$ cat src/rtl/clk_step_ctrl_pkg.sv
`default_nettype none
// ============================================================================
// Module   : clk_ctrl_defs (package)
// Purpose  : Shared state encodings, debounce defaults and prescaler helper
//            for the CPU clock-enable / single-step controller.
// Revision : 1.0 - initial release
// ============================================================================
package clk_ctrl_defs;

  // FSM encoding is visible on the state output, so values are fixed
  typedef enum logic [1:0] {
    ST_HALT = 2'b00,
    ST_RUN  = 2'b01,
    ST_STEP = 2'b10
  } state_t;

  // 5 ms of stable button level at 200 MHz
  localparam int DB_CYCLES_DEFAULT = 1000000;
  localparam int DB_W_DEFAULT      = 20;

  // Low-order ones mask selecting the prescaler tap; sel=0 yields an empty mask
  function automatic logic [31:0] tap_mask(input logic [4:0] sel);
    return (32'd1 << sel) - 32'd1;
  endfunction

endpackage
`default_nettype wire

$ cat src/rtl/clk_step_ctrl_btn_debounce.sv
`default_nettype none
// ============================================================================
// Module   : btn_debounce
// Purpose  : Two-flop synchronizer followed by a level debouncer. The output
//            only moves after the synchronized input has disagreed with it
//            for DB_CYCLES consecutive clocks.
// Revision : 1.0 - initial release
// ============================================================================
module btn_debounce
  import clk_ctrl_defs::*;
#(
  parameter int DB_CYCLES = DB_CYCLES_DEFAULT,
  parameter int DB_W      = DB_W_DEFAULT
) (
  input  logic clk,
  input  logic rst,
  input  logic din,
  output logic dout
);

  logic            r_sync1;
  logic            r_sync2;
  logic            r_db;
  logic [DB_W-1:0] r_cnt;

  // Synchronize the raw pin, then count consecutive disagreeing cycles
  always_ff @(posedge clk) begin
    if (rst) begin
      r_sync1 <= 1'b0;
      r_sync2 <= 1'b0;
      r_db    <= 1'b0;
      r_cnt   <= '0;
    end else begin
      r_sync1 <= din;
      r_sync2 <= r_sync1;
      if (r_sync2 != r_db) begin
        // The edge closing the DB_CYCLES-th disagreeing cycle commits the level
        if (r_cnt == DB_W'(DB_CYCLES - 1)) begin
          r_db  <= r_sync2;
          r_cnt <= '0;
        end else begin
          r_cnt <= r_cnt + 1'b1;
        end
      end else begin
        r_cnt <= '0;
      end
    end
  end

  assign dout = r_db;

endmodule
`default_nettype wire

$ cat src/rtl/clk_step_ctrl.sv
`default_nettype none
// ============================================================================
// Module   : clk_step_ctrl
// Purpose  : CPU clock-enable generator with free-run (prescaled) and
//            debounced single-step modes, breakpoint halt, and a running
//            count of issued enables. No clock gating: only cpu_ce pulses.
// Revision : 1.0 - initial release
// ============================================================================
module clk_step_ctrl
  import clk_ctrl_defs::*;
#(
  parameter int DB_CYCLES = DB_CYCLES_DEFAULT,
  parameter int DB_W      = DB_W_DEFAULT
) (
  input  logic        clk,
  input  logic        rst,
  input  logic        run_en,
  input  logic        step_btn,
  input  logic [4:0]  div_sel,
  input  logic        halt,
  output logic        cpu_ce,
  output logic [31:0] cycle_cnt,
  output logic [1:0]  state
);

  logic        w_btn_db;
  logic        w_tick;
  logic        w_ce;
  logic [31:0] w_mask;
  logic        r_btn_db_q;
  logic        r_step_req;
  state_t      r_state;
  logic [31:0] r_pre_cnt;
  logic [31:0] r_cycle_cnt;

  btn_debounce #(
    .DB_CYCLES (DB_CYCLES),
    .DB_W      (DB_W)
  ) u_btn_debounce (
    .clk  (clk),
    .rst  (rst),
    .din  (step_btn),
    .dout (w_btn_db)
  );

  // One-cycle step request on each debounced rising edge
  always_ff @(posedge clk) begin
    if (rst) begin
      r_btn_db_q <= 1'b0;
      r_step_req <= 1'b0;
    end else begin
      r_btn_db_q <= w_btn_db;
      r_step_req <= w_btn_db & ~r_btn_db_q;
    end
  end

  // Mode FSM; a step request outside HALT is simply ignored
  always_ff @(posedge clk) begin
    if (rst) begin
      r_state <= ST_HALT;
    end else begin
      case (r_state)
        ST_HALT: begin
          if (run_en && !halt)          r_state <= ST_RUN;
          else if (!run_en && r_step_req) r_state <= ST_STEP;
        end
        ST_RUN: begin
          if (!run_en || halt) r_state <= ST_HALT;
        end
        ST_STEP: r_state <= ST_HALT;
        default: r_state <= ST_HALT;
      endcase
    end
  end

  // Prescaler free-runs only while in RUN so each run burst starts aligned
  always_ff @(posedge clk) begin
    if (rst) begin
      r_pre_cnt <= '0;
    end else if (r_state == ST_RUN) begin
      r_pre_cnt <= r_pre_cnt + 32'd1;
    end else begin
      r_pre_cnt <= '0;
    end
  end

  // div_sel is applied live to the running count, so a change never resets it
  assign w_mask = tap_mask(div_sel);
  assign w_tick = ((r_pre_cnt & w_mask) == w_mask);

  // rst masks the enable so the edge that samples reset never clocks the CPU
  assign w_ce = !rst &&
                ((r_state == ST_STEP) ||
                 ((r_state == ST_RUN) && w_tick && run_en && !halt));

  // Count every issued enable, wrapping naturally at 32 bits
  always_ff @(posedge clk) begin
    if (rst) begin
      r_cycle_cnt <= '0;
    end else if (w_ce) begin
      r_cycle_cnt <= r_cycle_cnt + 32'd1;
    end
  end

  assign cpu_ce    = w_ce;
  assign cycle_cnt = r_cycle_cnt;
  assign state     = r_state;

endmodule
`default_nettype wire

$ cat config.mk
export PLATFORM = sky130hd
export DESIGN_NAME = clk_step_ctrl
export DESIGN_NICKNAME = d
export VERILOG_FILES = /design/src/rtl/clk_step_ctrl_pkg.sv /design/src/rtl/clk_step_ctrl_btn_debounce.sv /design/src/rtl/clk_step_ctrl.sv
export SDC_FILE = /design/constraint.sdc
export NUM_CORES = 1
export LEC_CHECK = 0
export CAP_MARGIN = 20
export CORE_MARGIN = 10
export CORE_UTILIZATION = 40
export CTS_CLUSTER_SIZE = 14
export DETAILED_ROUTE_END_ITERATION = 10
export PLACE_DENSITY_LB_ADDON = 0.3
export SLEW_MARGIN = 20
export SYNTH_ARGS = -nofsm -noshare
export SYNTH_HDL_FRONTEND = slang
export SYNTH_HIERARCHICAL = 1
export SYNTH_SLANG_ARGS = --single-unit
$ cat constraint.sdc
create_clock -name clk -period 7.6 [get_ports clk]
set_clock_uncertainty 0.05 [all_clocks]
set_input_delay 2.28 -clock clk [delete_from_list [all_inputs] [get_ports clk]]
set_output_delay 2.28 -clock clk [all_outputs]
set_load 0.01 [all_outputs]
==> results.py, run 1 <==
metrics = {
    "final_layout": {
        "mostFrequentLayoutCell": "dfxtp_1",
        "fin_util_pct": 48.8,
        "layoutNonFillerInstCount": 799,
        "drive_gt1_share_pct": 10.9,
        "area_growth_pct": 19.8,
        "fin_nets": 661,
        "layout_common_cells": "90 x dfxtp_1, 64 x nor2_1, 50 x a21oi_1, 42 x clkdlybuf4s50_1, 40 x nand2_1",
        "num_antenna_cells": 0,
        "fin_area_um2": 5840,
    },
    "placed_design": {
        "dp_hpwl_um": 9260,
        "portBuffers": 44,
        "placed_cell_area_um2": 5520,
        "dp_cells": 783,
        "gp_congestion": 0.902,
    },
    "hold_path": {
        "hp-class": "reg2reg",
    },
    "global_route": {
        "gr-total-overflow": 0,
        "grt_max_degree": 43,
        "grt_pass1_wl_um": 21600,
        "grt_pass1_vias": 4375,
        "grt_usage_pct": 15.5,
        "antenna_found_initial": 0,
    },
    "routing": {
        "via_count": 4677,
        "wl_um": 13000,
        "drt_iter0_drc": 327,
        "vias_per_cell": 5.85,
        "wl_per_cell_um": 16.2,
        "ant_nets": 0,
        "drc": 0,
        "dr.pass1.iters": 5,
    },
    "status": {
        "outcome": "finished clean",
    },
    "floorplan": {
        "dieWidth_um": 130,
        "die_h_um": 130,
        "start_util_pct": 40.8,
        "die_area_um2": 17000,
        "io_pins": 45,
        "core_um2": 12000,
        "rows": 40,
    },
    "cts": {
        "cts-root-buf": "clkbuf_16",
        "numCtsBuffers": 9,
        "clk_pin_slew_ps": 60,
        "clockBufferDepth": 2,
        "clock_latency_ps": 340,
        "htreeDepth": 3,
        "tritoncts": "built",
        "ctsHoldBuffers": 0,
        "post_cts_buffers": 0,
        "cts.sinks": 90,
    },
    "worst_setup_path": {
        "cp_common_cell": "or3_4",
        "crit_fanout": 12,
        "cp_cell_sequence": "clkdlybuf4s50_1, or3_4, or3_4, ha_4, buf_4, nand4b_1, a21oi_1, a311oi_2, o2111ai_2, nor4_4, a31oi_4, nor2_1, buf_2",
        "slowest_delay_ps": 430,
        "startpoint_type": "input pin",
        "crit_required_ps": 5270,
        "cp_data_arrival_time_ps": 5100,
        "crit_type": "in2out",
        "cp-end-kind": "primary output",
        "slowest_stage": "clkdlybuf4s50_1",
    },
    "sta": {
        "fin_crit_sh_pct": 97.8,
        "tightest_slew_ps": 1010,
        "setup_tns_ps": 0,
        "setup_violations": 0,
        "hold_violations": 0,
        "fmax_ghz": 0.135,
        "rsz0062_at_grt": "no",
        "hold_ws_ps": 337,
        "relSlewSlack_pct": 32.5,
        "slew_violations": 0,
        "min_period_ps": 7430,
    },
    "synth": {
        "synth.distinct_cells": 66,
        "synth_top_family_by_area": "simple AND/OR/NAND/NOR gates",
        "synth-compound-area-share_pct": 17.1,
        "synth_xor_area_share_pct": 6.65,
        "ys.flop_type": "dfxtp_1",
        "synthMuxAreaShare_pct": 0.667,
        "yosys_warnings": 6,
        "synth_seq_cells": 90,
        "synth_simple_gate_area_share_pct": 32.0,
        "synth_edf_count": 0,
        "synth_area_um2": 4870,
        "synthArstFlopShare_pct": 0,
        "synthAdderAreaFrac_pct": 1.03,
        "synthCells": 598,
        "synth-seq-area-share_pct": 37.0,
        "synth.net_count": 612,
        "synth.avg_cell_area_um2": 8.15,
    },
    "pwr": {
        "ir_drop_v": 0.0000811,
        "pwr_density_cell_nw_per_um2": 161,
        "leakage_uw": 0.00185,
    },
    "job": {
        "maxCapViolCount": 0,
    },
}
==> final cells by class <==
| class | instances | area, um^2 |
|---|---|---|
| clock buffers | 11 | 233 |
| clock inverters | 5 | 38.8 |
| fillers | 1174 | 6120 |
| inverters | 18 | 67.6 |
| multi-input cells | 454 | 2850 |
| flip-flops and latches | 90 | 1800 |
| well taps | 147 | 184 |
| repair buffers | 74 | 663 |
==> timing repair <==
action,4_1_cts,5_1_grt
gates resized for setup,8,6
setup endpoints to repair,1,1
pin swaps,4,6
==> Yosys cell counts, types with 3 or more instances <==
cell type / number / area, um^2
xor2_1: 23 / 201
a31oi_1: 4 / 25.0
a21oi_1: 50 / 250
o31ai_1: 11 / 82.6
a211oi_1: 4 / 30.0
nor2_1: 64 / 240
o21ai_0: 30 / 150
o2111ai_1: 3 / 26.3
a31o_2: 5 / 43.8
nor3b_1: 3 / 22.5
xnor2_1: 14 / 123
nand2_1: 40 / 150
nand3b_1: 6 / 45.0
buf_6: 7 / 78.8
ha_1: 4 / 50.1
and3_1: 13 / 81.3
nor3_1: 11 / 55.1
and4_1: 11 / 96.3
nand2b_1: 3 / 18.8
nor2b_1: 11 / 68.8
inv_1: 18 / 67.6
nand4_1: 19 / 119
clkbuf_1: 18 / 67.6
nor4_1: 7 / 43.8
or4b_1: 3 / 30.0
buf_2: 8 / 40.0
or4_1: 9 / 67.6
or3_1: 20 / 125
o21ai_1: 3 / 15.0
nand4b_1: 3 / 26.3
nor4b_1: 5 / 43.8
o211ai_1: 4 / 30.0
dfxtp_1: 90 / 1800
nand3_1: 32 / 160
==> report_power, final <==
part	internal, uW	switching (uW)
combinational	23.3	31.9
sequential	472	0.964
clock	224	189
==> stage by stage <==
step                worst slack (ps)  total power (uW)
global route                    13.4               977
CTS                             16.1               953
floorplan                        235               517
finish                           168               942
global placement                -297               538
detailed placement              -290               537
==> kinds of logic after synthesis <==
logic type      count (synthesis)
fa+ha+maj                       4
compound gates                134
buf+inv                        54
simple gates                  276
xor+xnor                       37
flops                          90
mux                             3
==> state kept, by name (all words and copies together) (netlist names) <==
register / flops
r_step_req: 1
state: 2
r_btn_db_q: 1
u_btn_debounce/r_cnt: 20
r_pre_cnt: 31
u_btn_debounce/r_sync1: 1
cycle_cnt: 32
u_btn_debounce/dout: 1
u_btn_debounce/r_sync2: 1
==> final timing paths <==
| check | to | from | slack [ps] | depth (start not counted) |
|---|---|---|---|---|
| setup / recovery | cpu_ce | div_sel[2] | 170 | 13 |
| hold / removal | r_step_req$_SDFF_PP0_ | r_btn_db_q$_SDFF_PP0_ | 340 | 1 |
| setup reg to reg | cycle_cnt[20]$_SDFFE_PP0P_ | state[0]$_SDFFE_PP0P_ | 4430 | 10 |
| hold reg to reg | r_step_req$_SDFF_PP0_ | r_btn_db_q$_SDFF_PP0_ | 340 | 1 |
==> critical path, delay by kind of cell <==
kind                       cells  cell delay, ps
buffers and inverters          3             740
AOI/OAI and AO/OA              4             680
and+or+nand+nor                5            1210
adders and majority gates      1             180
==> per-layer routing <==
| layer | vias to the layer above | track usage [%] | wire length, um |
|---|---|---|---|
| li1 | 2299 | - | - |
| met1 | 2223 | 19.7 | 6030 |
| met2 | 137 | 24.2 | 5880 |
| met3 | 18 | 4.27 | 745 |
| met4 | 0 | 6.41 | 314 |
| met5 | - | 0 | 0 |
No activity file was read; power rests on OpenSTA's default activity.
==> inputs of run 2 (changes only) <==
--- a/config.mk
+++ b/config.mk
@@ -7,7 +7,7 @@
 export LEC_CHECK = 0
 export CAP_MARGIN = 20
 export CORE_MARGIN = 10
-export CORE_UTILIZATION = 40
+export CORE_UTILIZATION = 55
 export CTS_CLUSTER_SIZE = 14
 export DETAILED_ROUTE_END_ITERATION = 10
 export PLACE_DENSITY_LB_ADDON = 0.3
==> run 2 against run 1 <==
  * Cell area fell by 3.4%
  * First-iteration DRC count down 2.4%
  * Hold slack lost 2.4 ps
  * Final cell count shrank 5.9%
  * Total power down 12%
  * Via count decreased by 3.0%
==> results.py, run 2 (same netlist as run 1, synthesis figures left out) <==
metrics = {
    "sta": {
        "fin_ws_ps": 152,
        "rsz0062_at_grt": "no",
        "hold_violations": 0,
        "relSlewSlack_pct": 33.8,
        "min_period_ps": 7450,
        "fmax_ghz": 0.134,
        "tightest_slew_ps": 991,
        "slew_violations": 0,
        "fin_crit_sh_pct": 98.0,
        "setup_violations": 0,
        "setup_tns_ps": 0,
    },
    "pwr": {
        "pwr_density_cell_nw_per_um2": 147,
        "pwr-share-clk_pct": 36.8,
        "pwr-share-seq_pct": 56.9,
        "leakage_uw": 0.00176,
        "ir_drop_v": 0.000110,
        "p_sw_share_pct": 22.7,
        "comb_power_share_pct": 6.3,
        "internal_power_uw": 642,
        "p_sw_uw": 189,
    },
    "cts": {
        "clockBufferDepth": 2,
        "htreeDepth": 3,
        "cts.sinks": 90,
        "clock_latency_ps": 350,
        "numCtsBuffers": 9,
        "cts-root-buf": "clkbuf_8",
        "clk_pin_slew_ps": 90,
        "ctsHoldBuffers": 0,
        "tritoncts": "built",
    },
    "final_layout": {
        "drive_gt1_share_pct": 9.78,
        "largest_register_ffs": 32,
        "layout_common_cells": "90 x dfxtp_1, 62 x nor2_1, 49 x a21oi_1, 43 x clkdlybuf4s50_1, 40 x nand2_1",
        "area_growth_pct": 15.7,
        "ff_latch_area_um2": 1800,
        "num_antenna_cells": 0,
        "fin_nets": 655,
        "fin_util_pct": 65.0,
        "mostFrequentLayoutCell": "dfxtp_1",
        "nFillCells": 779,
        "multi_input_area_um2": 2850,
    },
    "routing": {
        "drt_iter0_drc": 319,
        "wl_per_cell_um": 16.1,
        "ant_nets": 0,
        "dr.pass1.iters": 4,
        "vias_per_cell": 6.03,
        "wl_um": 12100,
        "via_count": 4538,
        "drc": 0,
    },
    "worst_setup_path": {
        "cp_data_arrival_time_ps": 5120,
        "crit_type": "in2out",
        "crit_fanout": 8,
        "startpoint_type": "input pin",
        "crit_required_ps": 5270,
        "cp-end-kind": "primary output",
    },
    "placed_design": {
        "portBuffers": 44,
        "place_ws_ps": -327,
        "gp_congestion": 0.956,
        "dp_hpwl_um": 8670,
    },
    "floorplan": {
        "rows": 34,
        "core_um2": 8680,
        "start_util_pct": 56.2,
        "io_pins": 45,
        "dieWidth_um": 114,
        "die_h_um": 114,
        "die_area_um2": 13000,
    },
    "global_route": {
        "grt_max_degree": 43,
        "gr-total-overflow": 0,
        "grt_pass1_vias": 4355,
        "grt_pass1_wl_um": 20900,
        "grt_usage_pct": 18.9,
        "antenna_found_initial": 0,
    },
    "status": {
        "outcome": "finished clean",
    },
    "job": {
        "maxCapViolCount": 0,
    },
    "hold_path": {
        "hp-class": "reg2reg",
    },
}
==> run 2: cell types whose count changed in the layout (fill, tap and decap cells not counted), moves of 2 or more <==
| cell | change |
|---|---|
| inv_6 | -2 |
| buf_4 | -6 |
| clkbuf_8 | +9 |
| clkbuf_16 | -9 |
| nor2_1 | -2 |
==> run 2: repair_timing <==
| action | 4_1_cts | 5_1_grt |
|---|---|---|
| pin swaps | 3 | 3 |
| endpoints found under the setup margin | 1 | 1 |
| hold endpoints to repair | 0 | 0 |
| setup buffers | 1 | 0 |
| resized for setup | 8 | 5 |
==> run 2: power groups by stage <==
stage / Clock [uW] / Sequential [uW] / Combinational [uW]
2_1_floorplan: 0 / 484 / 33.4
3_3_place_gp: 0 / 484 / 50.1
3_5_place_dp: 0 / 484 / 49.9
4_1_cts: 316 / 473 / 51.5
5_1_grt: 335 / 473 / 57.7
6_report: 306 / 473 / 52.6
==> run 2: final cells by class <==
class,instances,area share (%)
clock inverter,3,0.754
multi-input combinational,454,50.5
inverter,18,1.20
clock buffer,11,2.33
timing repair buffer,68,10.9
sequential,90,31.9
tap,108,2.40
==> run 2: path summary, 6_finish.rpt <==
path	startpoint	to	slack [ps]	cells past startpoint
setup reg to reg	state[1]$_SDFFE_PP0P_	cycle_cnt[20]$_SDFFE_PP0P_	4510	9
setup / recovery	div_sel[4]	cpu_ce	150	11
hold / removal	r_btn_db_q$_SDFF_PP0_	r_step_req$_SDFF_PP0_	330	1
hold reg to reg	r_btn_db_q$_SDFF_PP0_	r_step_req$_SDFF_PP0_	330	1
==> run 2: worst max-delay path, stage by stage <==
cell	delay [ps]
clkdlybuf4s50_1	430
or3_4	400
or3_4	350
ha_4	200
buf_4	160
a22o_1	200
a221o_1	370
nor4_4	350
a31oi_4	140
nor2_2	100
clkbuf_2	130
==> run 2: layer usage <==
metal	wire length, um	vias up	GRT usage (%)
met5	0	-	0
li1	-	2277	-
met3	692	20	4.93
met4	224	0	5.93
met2	5820	135	30.7
met1	5390	2106	23.9
==> run 2: metrics by stage <==
stage | hold WS [ps] | power (uW) | area (um^2) | instances
floorplan | 317 | 517 | 4870 | 598
global placement | 324 | 534 | 5420 | 737
detailed placement | 336 | 534 | 5420 | 737
CTS | 340 | 840 | 5630 | 752
global route | 346 | 866 | 5640 | 752
finish | 334 | 832 | 5640 | 752
